File: src/rtl/ram_arbiter.sv
// Two-port arbiter/sequencer in front of the ram_full dual-SRAM controller.
// Define RAM_ARB_RR_EN for round-robin arbitration; otherwise port 0 has fixed priority.
module ram_arbiter #(
  parameter int ADDR_W  = 17,
  parameter int DATA_W  = 16,
  parameter int TIMEOUT = 255
) (
  input  logic              clk,
  input  logic              rst,
  input  logic              req0,
  input  logic              we0,
  input  logic [ADDR_W-1:0] addr0,
  input  logic [DATA_W-1:0] wdata0,
  input  logic              req1,
  input  logic              we1,
  input  logic [ADDR_W-1:0] addr1,
  input  logic [DATA_W-1:0] wdata1,
  output logic              ack0,
  output logic              ack1,
  output logic [DATA_W-1:0] rdata,
  output logic              err,
  output logic              busy,
  output logic              ram_en,
  output logic              ram_re,
  output logic              ram_we,
  output logic [ADDR_W-1:0] ram_addr,
  output logic [DATA_W-1:0] ram_din,
  input  logic [DATA_W-1:0] ram_dout,
  input  logic              ram_done
);

  typedef enum logic [1:0] {IDLE, ACCESS, RELEASE} state_t;

  localparam int CNT_W = (TIMEOUT > 1) ? $clog2(TIMEOUT + 1) : 1;

  state_t             state, state_nx;
  logic               grant, grant_nx;
  logic [CNT_W-1:0]   cnt, cnt_nx;
  logic               ack0_nx, ack1_nx, err_nx, busy_nx;
  logic               ram_en_nx, ram_re_nx, ram_we_nx;
  logic [ADDR_W-1:0]  ram_addr_nx;
  logic [DATA_W-1:0]  ram_din_nx, rdata_nx;
  logic               pick1;

`ifdef RAM_ARB_RR_EN
  // rr_ptr names the port that wins the next contended IDLE cycle.
  logic rr_ptr, rr_nx;
  assign pick1 = req1 & (~req0 | rr_ptr);
`else
  assign pick1 = req1 & ~req0;
`endif

  // NOTE: every next-value signal gets a default first so no latch is inferred
  // for paths that do not assign it.
  always_comb begin
    state_nx    = state;
    grant_nx    = grant;
    cnt_nx      = cnt;
    ack0_nx     = 1'b0;
    ack1_nx     = 1'b0;
    err_nx      = 1'b0;
    ram_en_nx   = ram_en;
    ram_re_nx   = ram_re;
    ram_we_nx   = ram_we;
    ram_addr_nx = ram_addr;
    ram_din_nx  = ram_din;
    rdata_nx    = rdata;
`ifdef RAM_ARB_RR_EN
    rr_nx       = rr_ptr;
`endif

    unique case (state)
      IDLE: begin
        ram_en_nx = 1'b0;
        ram_re_nx = 1'b0;
        ram_we_nx = 1'b0;
        if (req0 || req1) begin
          grant_nx    = pick1;
          ram_addr_nx = pick1 ? addr1  : addr0;
          ram_din_nx  = pick1 ? wdata1 : wdata0;
          ram_we_nx   = pick1 ? we1    : we0;
          ram_re_nx   = ~(pick1 ? we1 : we0);
          ram_en_nx   = 1'b1;
          cnt_nx      = '0;
          state_nx    = ACCESS;
        end
      end

      ACCESS: begin
        cnt_nx = cnt + CNT_W'(1);
        // ram_we still carries the latched op, so it selects read capture.
        if (ram_done) begin
          if (!ram_we) rdata_nx = ram_dout;
          state_nx = RELEASE;
        end else if ((TIMEOUT != 0) && (cnt == CNT_W'(TIMEOUT))) begin
          err_nx   = 1'b1;
          state_nx = RELEASE;
        end
        if (state_nx == RELEASE) begin
          ack0_nx   = ~grant;
          ack1_nx   = grant;
          ram_re_nx = 1'b0;
          ram_we_nx = 1'b0;
        end
      end

      RELEASE: begin
        ram_en_nx = 1'b0;
        state_nx  = IDLE;
`ifdef RAM_ARB_RR_EN
        rr_nx     = ~grant;
`endif
      end

      default: state_nx = IDLE;
    endcase

    busy_nx = (state_nx != IDLE);
  end

  // NOTE: state registers use non-blocking assignments so every flop samples
  // the pre-edge values computed above.
  always_ff @(posedge clk or posedge rst) begin
    if (rst) begin
      state    <= IDLE;
      grant    <= 1'b0;
      cnt      <= '0;
      ack0     <= 1'b0;
      ack1     <= 1'b0;
      err      <= 1'b0;
      busy     <= 1'b0;
      ram_en   <= 1'b0;
      ram_re   <= 1'b0;
      ram_we   <= 1'b0;
      ram_addr <= '0;
      ram_din  <= '0;
      rdata    <= '0;
`ifdef RAM_ARB_RR_EN
      rr_ptr   <= 1'b0;
`endif
    end else begin
      state    <= state_nx;
      grant    <= grant_nx;
      cnt      <= cnt_nx;
      ack0     <= ack0_nx;
      ack1     <= ack1_nx;
      err      <= err_nx;
      busy     <= busy_nx;
      ram_en   <= ram_en_nx;
      ram_re   <= ram_re_nx;
      ram_we   <= ram_we_nx;
      ram_addr <= ram_addr_nx;
      ram_din  <= ram_din_nx;
      rdata    <= rdata_nx;
`ifdef RAM_ARB_RR_EN
      rr_ptr   <= rr_nx;
`endif
    end
  end

endmodule

File: config.mk
export PLATFORM = sky130hd
export DESIGN_NAME = ram_arbiter
export DESIGN_NICKNAME = d
export VERILOG_FILES = /design/src/rtl/ram_arbiter.sv
export SDC_FILE = /design/constraint.sdc
export NUM_CORES = 1
export LEC_CHECK = 0
export ABC_AREA = 1
export CORE_ASPECT_RATIO = 0.75
export CORE_MARGIN = 2
export CORE_UTILIZATION = 45
export CTS_BUF_LIST = sky130_fd_sc_hd__clkbuf_4
export CTS_CLUSTER_DIAMETER = 150
export CTS_CLUSTER_SIZE = 40
export DETAILED_ROUTE_END_ITERATION = 16
export PLACE_DENSITY = 0.92
export SYNTH_ARGS = -nofsm -noshare
export SYNTH_HDL_FRONTEND = slang
export SYNTH_SLANG_ARGS = --single-unit
File: constraint.sdc
create_clock -name clk -period 4.1 [get_ports clk]
set_clock_uncertainty 0.05 [all_clocks]
set_input_delay 0.82 -clock clk [delete_from_list [all_inputs] [get_ports clk]]
set_output_delay 0.82 -clock clk [all_outputs]
set_load 0.005 [all_outputs]
==> key figures, run 1 <==
Cells and area
  • Non-filler cells in the finished layout: 599
  • Fraction of layout cells with a size suffix above 1: 7.18%
  • Filler cells: 521
  • Leading cell type in the layout, fill and taps excluded: clkdlybuf4s50_1
  • NumNets Final: 601
  • Ant. Diodes: 0
  • Area grow syn2layout: 50.7%
  • Multi-input gate area: 1220 um2
  • Commonest non-fill, non-tap cells in the layout: clkdlybuf4s50_1, nand2_1, dfrtp_1
  • Reg area: 1680 um2

Floorplan
  • Core region area: 6730 um2
  • # rows: 26
  • Die Width: 99.9 um
  • Initial Utilization: 46.1%
  • DIE HEIGHT: 75.9 um
  • DIE AREA: 7580 um2
  • IO Pins: 145

Clock tree
  • Clock root buffer: clkbuf_4
  • Clock Tree Buf Depth: 2
  • Post-cts hold buffer count: 0
  • # Post-CTS Setup Buffers: 0
  • Clk sink count: 67
  • Post-CTS Resized: 0
  • CTS Buf Count: 9
  • Clk_lat worst skew: 0.40 ns
  • Clk slew on worst S/H paths: 0.10 ns
  • CTS H-Tree Depth: 3
  • CTS tree: built

Pwr
  • Pwr/cell area: 620 nW/um2
  • Pleak: 2.07 nW
  • Total power: 0.00290 W
  • IR drop worst, VDD: 0.000418 V

GRT
  • Largest net degree at the start of global routing: 41
  • GR Util All Layers: 25.2%
  • Number of global-route vias before repair: 3143
  • Initial antenna violation count: 0
  • Total grt overflow: 0
  • Global-route wire length before repair: 15100 um

Run status
  • Status: finished, final reports clean

Synth
  • Synth top area share: 54.0%
  • Post-Syn Nets: 463
  • Post-synthesis register bit count: 67
  • Largest area contributor in the netlist: dfrtp_1
  • Avg Cell Area, Syn: 8.32 um2
  • Count of cell types in the netlist: 21
  • Post-Syn Area: 3100 um2
  • Seq/Total Area, Yosys: 54.0%
  • Synth area leaders: dfrtp_1, a21oi_1, nand3_1
  • Mapped Cells: 373
  • Syn. warnings: 0

Placed design
  • HPWL Detailed: 6640 um
  • Gpl congestion: 0.858
  • Placed insts: 584
  • Number of port buffers: 144

STA
  • Fin crit period: 2.54 ns
  • Final Max Tran Viols: 0
  • Crit share post-route: 62.0%
  • Final setup viols: 0
  • Fmax: 394 MHz
  • Worst Tran Pin Value: 0.778 ns
  • RSZ-0062 raised after global routing: false
  • Relative slew slack: 48.0%
  • Setup TNS: 0 ns
  • Final hold violation count: 0

Setup path
  • Req. time, crit path: 4.33 ns
  • WP data arrival: 2.77 ns
  • CP Launch Type: input pin
  • Critical path peak fanout: 36
  • Setup CP Type: input pin to register
  • Endpoint class of the critical path: register

Detailed routing
  • Routed vias: 3147
  • Antenna Nets Post-Route: 0
  • Total Wirelength: 9360 um
  • DRC violations left: 0
  • Vias per cell: 5.25
  • DR pass1 iterations: 4
  • Initial DRC count: 152
  • DR WL/cell: 15.6 um

Job
  • Max_cap viols: 0

Hold path
  • Hold Crit Class: register to register
[synth_stat cells]
master     n
buf_2      9
inv_1     16
nor2_1    47
ha_1       1
nand2_2    5
clkbuf_1   6
buf_6      2
nor2_2     3
buf_8      1
o22ai_1    1
a21oi_1   64
nand3_1   58
inv_2      4
buf_4      3
a21oi_2    6
nand2_1   75
dfrtp_1   67
nand2_4    1
o21ai_0    2
a22oi_1    1
o21ai_1    1
[state kept, by name, indices dropped and copies added, names as in the netlist]
register / count
ram_re: 1
rdata: 16
ram_en: 1
ack1: 1
cnt: 8
ram_we: 1
busy: 1
grant: 1
state: 2
ack0: 1
ram_din: 16
ram_addr: 17
err: 1
[critical path: stages]
cell             delay [ns]
clkdlybuf4s50_1        0.54
buf_4                  0.40
nand2_2                0.55
a21oi_1                0.35
a21oi_1                0.10
[final cells by class]
cell class,count,share of cell area [%]
Clock buffer,11,1.77
Timing Repair Buffer,148,31.5
Inverter,20,1.61
Multi-Input combinational cell,265,26.2
Sequential cell,67,35.8
Tap cell,84,2.25
Clock inverter,4,0.910
[metrics by stage]
stage          setup WS, ns  cell area [um2]  hold slack [ns]  util, %
3_3_place_gp           1.26             4550            0.404     67.6
3_5_place_dp           1.19             4550            0.410     67.6
5_1_grt                1.46             4680            0.467     69.5
6_report               1.56             4680            0.429     69.5
4_1_cts                1.64             4680            0.435     69.5
2_1_floorplan          1.55             3100            0.412        -
[cells by family after synthesis]
logic type	synth area share (%)
buf+inv	6.53
fa+ha+maj	0.403
simple gates	26.1
compound gates	12.9
flops	54.0
[layer usage]
metal / GRT usage (%) / wire length (um) / vias up
met1: 31.5 / 3780 / 1472
li1: - / - / 1504
met2: 39.6 / 4440 / 154
met3: 10.2 / 967 / 17
met5: 0 / 0 / -
met4: 9.04 / 172 / 0
[worst paths after layout]
| check | cells after the start | slack [ns] | start | end |
|---|---|---|---|---|
| min in group asynchronous | 2 | 0.78 | rst | rdata[8]$_DFFE_PP0P_ |
| max in group asynchronous | 3 | 2.51 | rst | ram_addr[5]$_DFFE_PP0P_ |
| worst max-delay path | 5 | 1.56 | req1 | ram_din[13]$_DFFE_PP0P_ |
| worst max register to register | 5 | 2.20 | state[0]$_DFF_PP0_ | ram_din[8]$_DFFE_PP0P_ |
| worst min register to register | 2 | 0.43 | rdata[0]$_DFFE_PP0P_ | rdata[0]$_DFFE_PP0P_ |
| worst min-delay path | 2 | 0.43 | rdata[0]$_DFFE_PP0P_ | rdata[0]$_DFFE_PP0P_ |
[where the power goes]
group	switching [W]	total [W]	internal, W	leakage, nW
Sequential	0.000184	0.00114	0.000952	0.801
Combinational	0.000633	0.00135	0.000716	1.20
Clock	0.000221	0.000413	0.000192	0.0718
Power figures use the tool's default switching activity.
==> inputs of run 2 (changes only) <==
--- a/config.mk
+++ b/config.mk
@@ -8,12 +8,12 @@
 export ABC_AREA = 1
 export CORE_ASPECT_RATIO = 0.75
 export CORE_MARGIN = 2
-export CORE_UTILIZATION = 45
+export CORE_UTILIZATION = 43
 export CTS_BUF_LIST = sky130_fd_sc_hd__clkbuf_4
 export CTS_CLUSTER_DIAMETER = 150
 export CTS_CLUSTER_SIZE = 40
 export DETAILED_ROUTE_END_ITERATION = 16
-export PLACE_DENSITY = 0.92
+export PLACE_DENSITY = 0.88
 export SYNTH_ARGS = -nofsm -noshare
 export SYNTH_HDL_FRONTEND = slang
 export SYNTH_SLANG_ARGS = --single-unit
==> constraint.sdc (replaced) <==
create_clock -name clk -period 2.5 [get_ports clk]
set_clock_uncertainty 0.05 [all_clocks]
set_input_delay 0.5 -clock clk [delete_from_list [all_inputs] [get_ports clk]]
set_output_delay 0.5 -clock clk [all_outputs]
set_load 0.005 [all_outputs]
==> key figures, run 2 (same netlist as run 1, synthesis figures left out) <==
Run status
  • Status: finished, final reports clean

STA
  • Worst Tran Pin Value: 0.612 ns
  • Final setup viols: 0
  • RSZ-0062 raised after global routing: false
  • Relative slew slack: 59.2%
  • Fin crit period: 1.93 ns
  • Fmax: 518 MHz
  • Setup TNS: 0 ns
  • Final hold violation count: 0
  • Hold Worst Slack: 0.435 ns
  • Final Max Tran Viols: 0
  • Crit share post-route: 77.3%

GRT
  • M1 GR Usage: 29.8%
  • GR Layer Usage met2: 37.0%
  • Global-route wire length before repair: 14600 um
  • Total grt overflow: 0
  • Number of global-route vias before repair: 3124
  • GR Util All Layers: 23.6%
  • Met3 GRT Util: 9.64%
  • Initial antenna violation count: 0
  • Largest net degree at the start of global routing: 68
  • GRT Max-Usage Layer: met2

Cells and area
  • Non-filler cells in the finished layout: 617
  • Top Registers: ram_addr: 17 flops, ram_din: 16 flops, rdata: 16 flops
  • Leading cell type in the layout, fill and taps excluded: clkdlybuf4s50_1
  • Ant. Diodes: 0
  • Flip-flop count of the largest register after layout: 17
  • Largest register by flop count: ram_addr
  • Fin area: 4790 um2
  • Commonest non-fill, non-tap cells in the layout: clkdlybuf4s50_1, nand2_1, dfrtp_1
  • Area grow syn2layout: 54.3%
  • NumNets Final: 604
  • Final core utilization: 69.4%
  • Fraction of layout cells with a size suffix above 1: 8.29%

Setup path
  • Crit path max-delay cell type: clkdlybuf4s50_1
  • Worst r2r src: state[0]$_DFF_PP0_
  • WP data arrival: 1.38 ns
  • Cell depth of the worst setup path: 1
  • Bufs and invs on worst path: 1
  • Endpoint class of the critical path: primary output
  • CP peak stage delay: 0.56 ns
  • Setup CP Type: register to primary output
  • Req. time, crit path: 1.95 ns
  • Critical Path Start: ram_we$_DFFE_PP0P_
  • CP cell instances: clkdlybuf4s50_1
  • R2R depth: 5
  • Delay-heaviest family, CP: buffers and inverters
  • Critical path peak fanout: 3
  • CP Launch Type: register

Detailed routing
  • Vias per cell: 5.14
  • DR WL/cell: 15.0 um
  • Total Wirelength: 9260 um
  • Antenna Nets Post-Route: 0
  • Initial DRC count: 238
  • Routed vias: 3170
  • DR pass1 iterations: 4
  • DRC violations left: 0

Pwr
  • Clk pwr share: 18.1%
  • Internal power: 0.00326 W
  • IR drop worst, VDD: 0.000626 V
  • Pwr/cell area: 1050 nW/um2
  • Flop pwr share: 37.1%
  • Logic pwr share: 44.8%
  • Psw: 0.00175 W
  • Switching share of total power: 35.0%
  • Pleak: 2.12 nW

Floorplan
  • DIE AREA: 7920 um2
  • Core region area: 6900 um2
  • # rows: 26
  • IO Pins: 145
  • DIE HEIGHT: 77.6 um
  • Initial Utilization: 45.0%
  • Die Width: 102 um

Clock tree
  • Clk slew on worst S/H paths: 0.12 ns
  • Post-CTS Resized: 0
  • Clk sink count: 67
  • Clock Tree Buf Depth: 2
  • # Post-CTS Setup Buffers: 0
  • Clock root buffer: clkbuf_4
  • CTS H-Tree Depth: 3
  • CTS tree: built
  • Clk_lat worst skew: 0.40 ns
  • Post-cts hold buffer count: 0
  • CTS Buf Count: 9

Placed design
  • Placed insts: 601
  • Placement Cell Area: 4600 um2
  • Gpl congestion: 0.806
  • Number of port buffers: 144
  • HPWL Detailed: 6690 um

Job
  • Max_cap viols: 0

Hold path
  • Hold Crit Class: input pin to async pin
==> run 2: changes by cell type in the layout (fill, tap and decap cells not counted) <==
cell,delta
buf_4,+2
bufinv_16,+2
clkbuf_4,-2
clkinv_1,-2
buf_12,+1
clkinv_2,+1
clkinv_4,+1
clkinvlp_4,+1
==> run 2: area by class of cell <==
cell class              count  area, um2
inverters                  20       75.1
multi-input cells         265       1220
repair buffers            151       1510
fillers                   562       2110
well taps                  98        123
clock buffers               9       67.6
clock inverters             7        116
flip-flops and latches     67       1680
==> run 2: power groups by stage <==
stage	sequential (W)	combinational [W]	clock, W
finish	0.00186	0.00224	0.000906
global route	0.00192	0.00248	0.000975
CTS	0.00186	0.00226	0.000929
detailed placement	0.00187	0.00225	0
global placement	0.00185	0.00216	0
floorplan	0.00187	0.00101	0
==> run 2: final timing paths <==
kind,to,slack (ns)
max in group asynchronous,cnt[5]$_DFFE_PP0P_,1.68
min,rdata[7]$_DFFE_PP0P_,0.44
min reg2reg,rdata[11]$_DFFE_PP0P_,0.44
max reg2reg,ram_din[10]$_DFFE_PP0P_,0.84
min in group clk,rdata[11]$_DFFE_PP0P_,0.44
max,ram_we,0.57
==> run 2: layer usage <==
metal / share of wire, % / vias up / routed length, um
met5: 0 / - / 0
met4: 1.2 / 0 / 110
met3: 10 / 12 / 972
met2: 47 / 170 / 4310
met1: 42 / 1476 / 3860
li1: - / 1512 / -
==> run 2: stage by stage <==
stage,total power (W),setup slack [ns]
finish,0.00501,0.569
global route,0.00537,0.514
CTS,0.00505,0.538
detailed placement,0.00412,0.329
global placement,0.00402,0.403
floorplan,0.00288,0.267
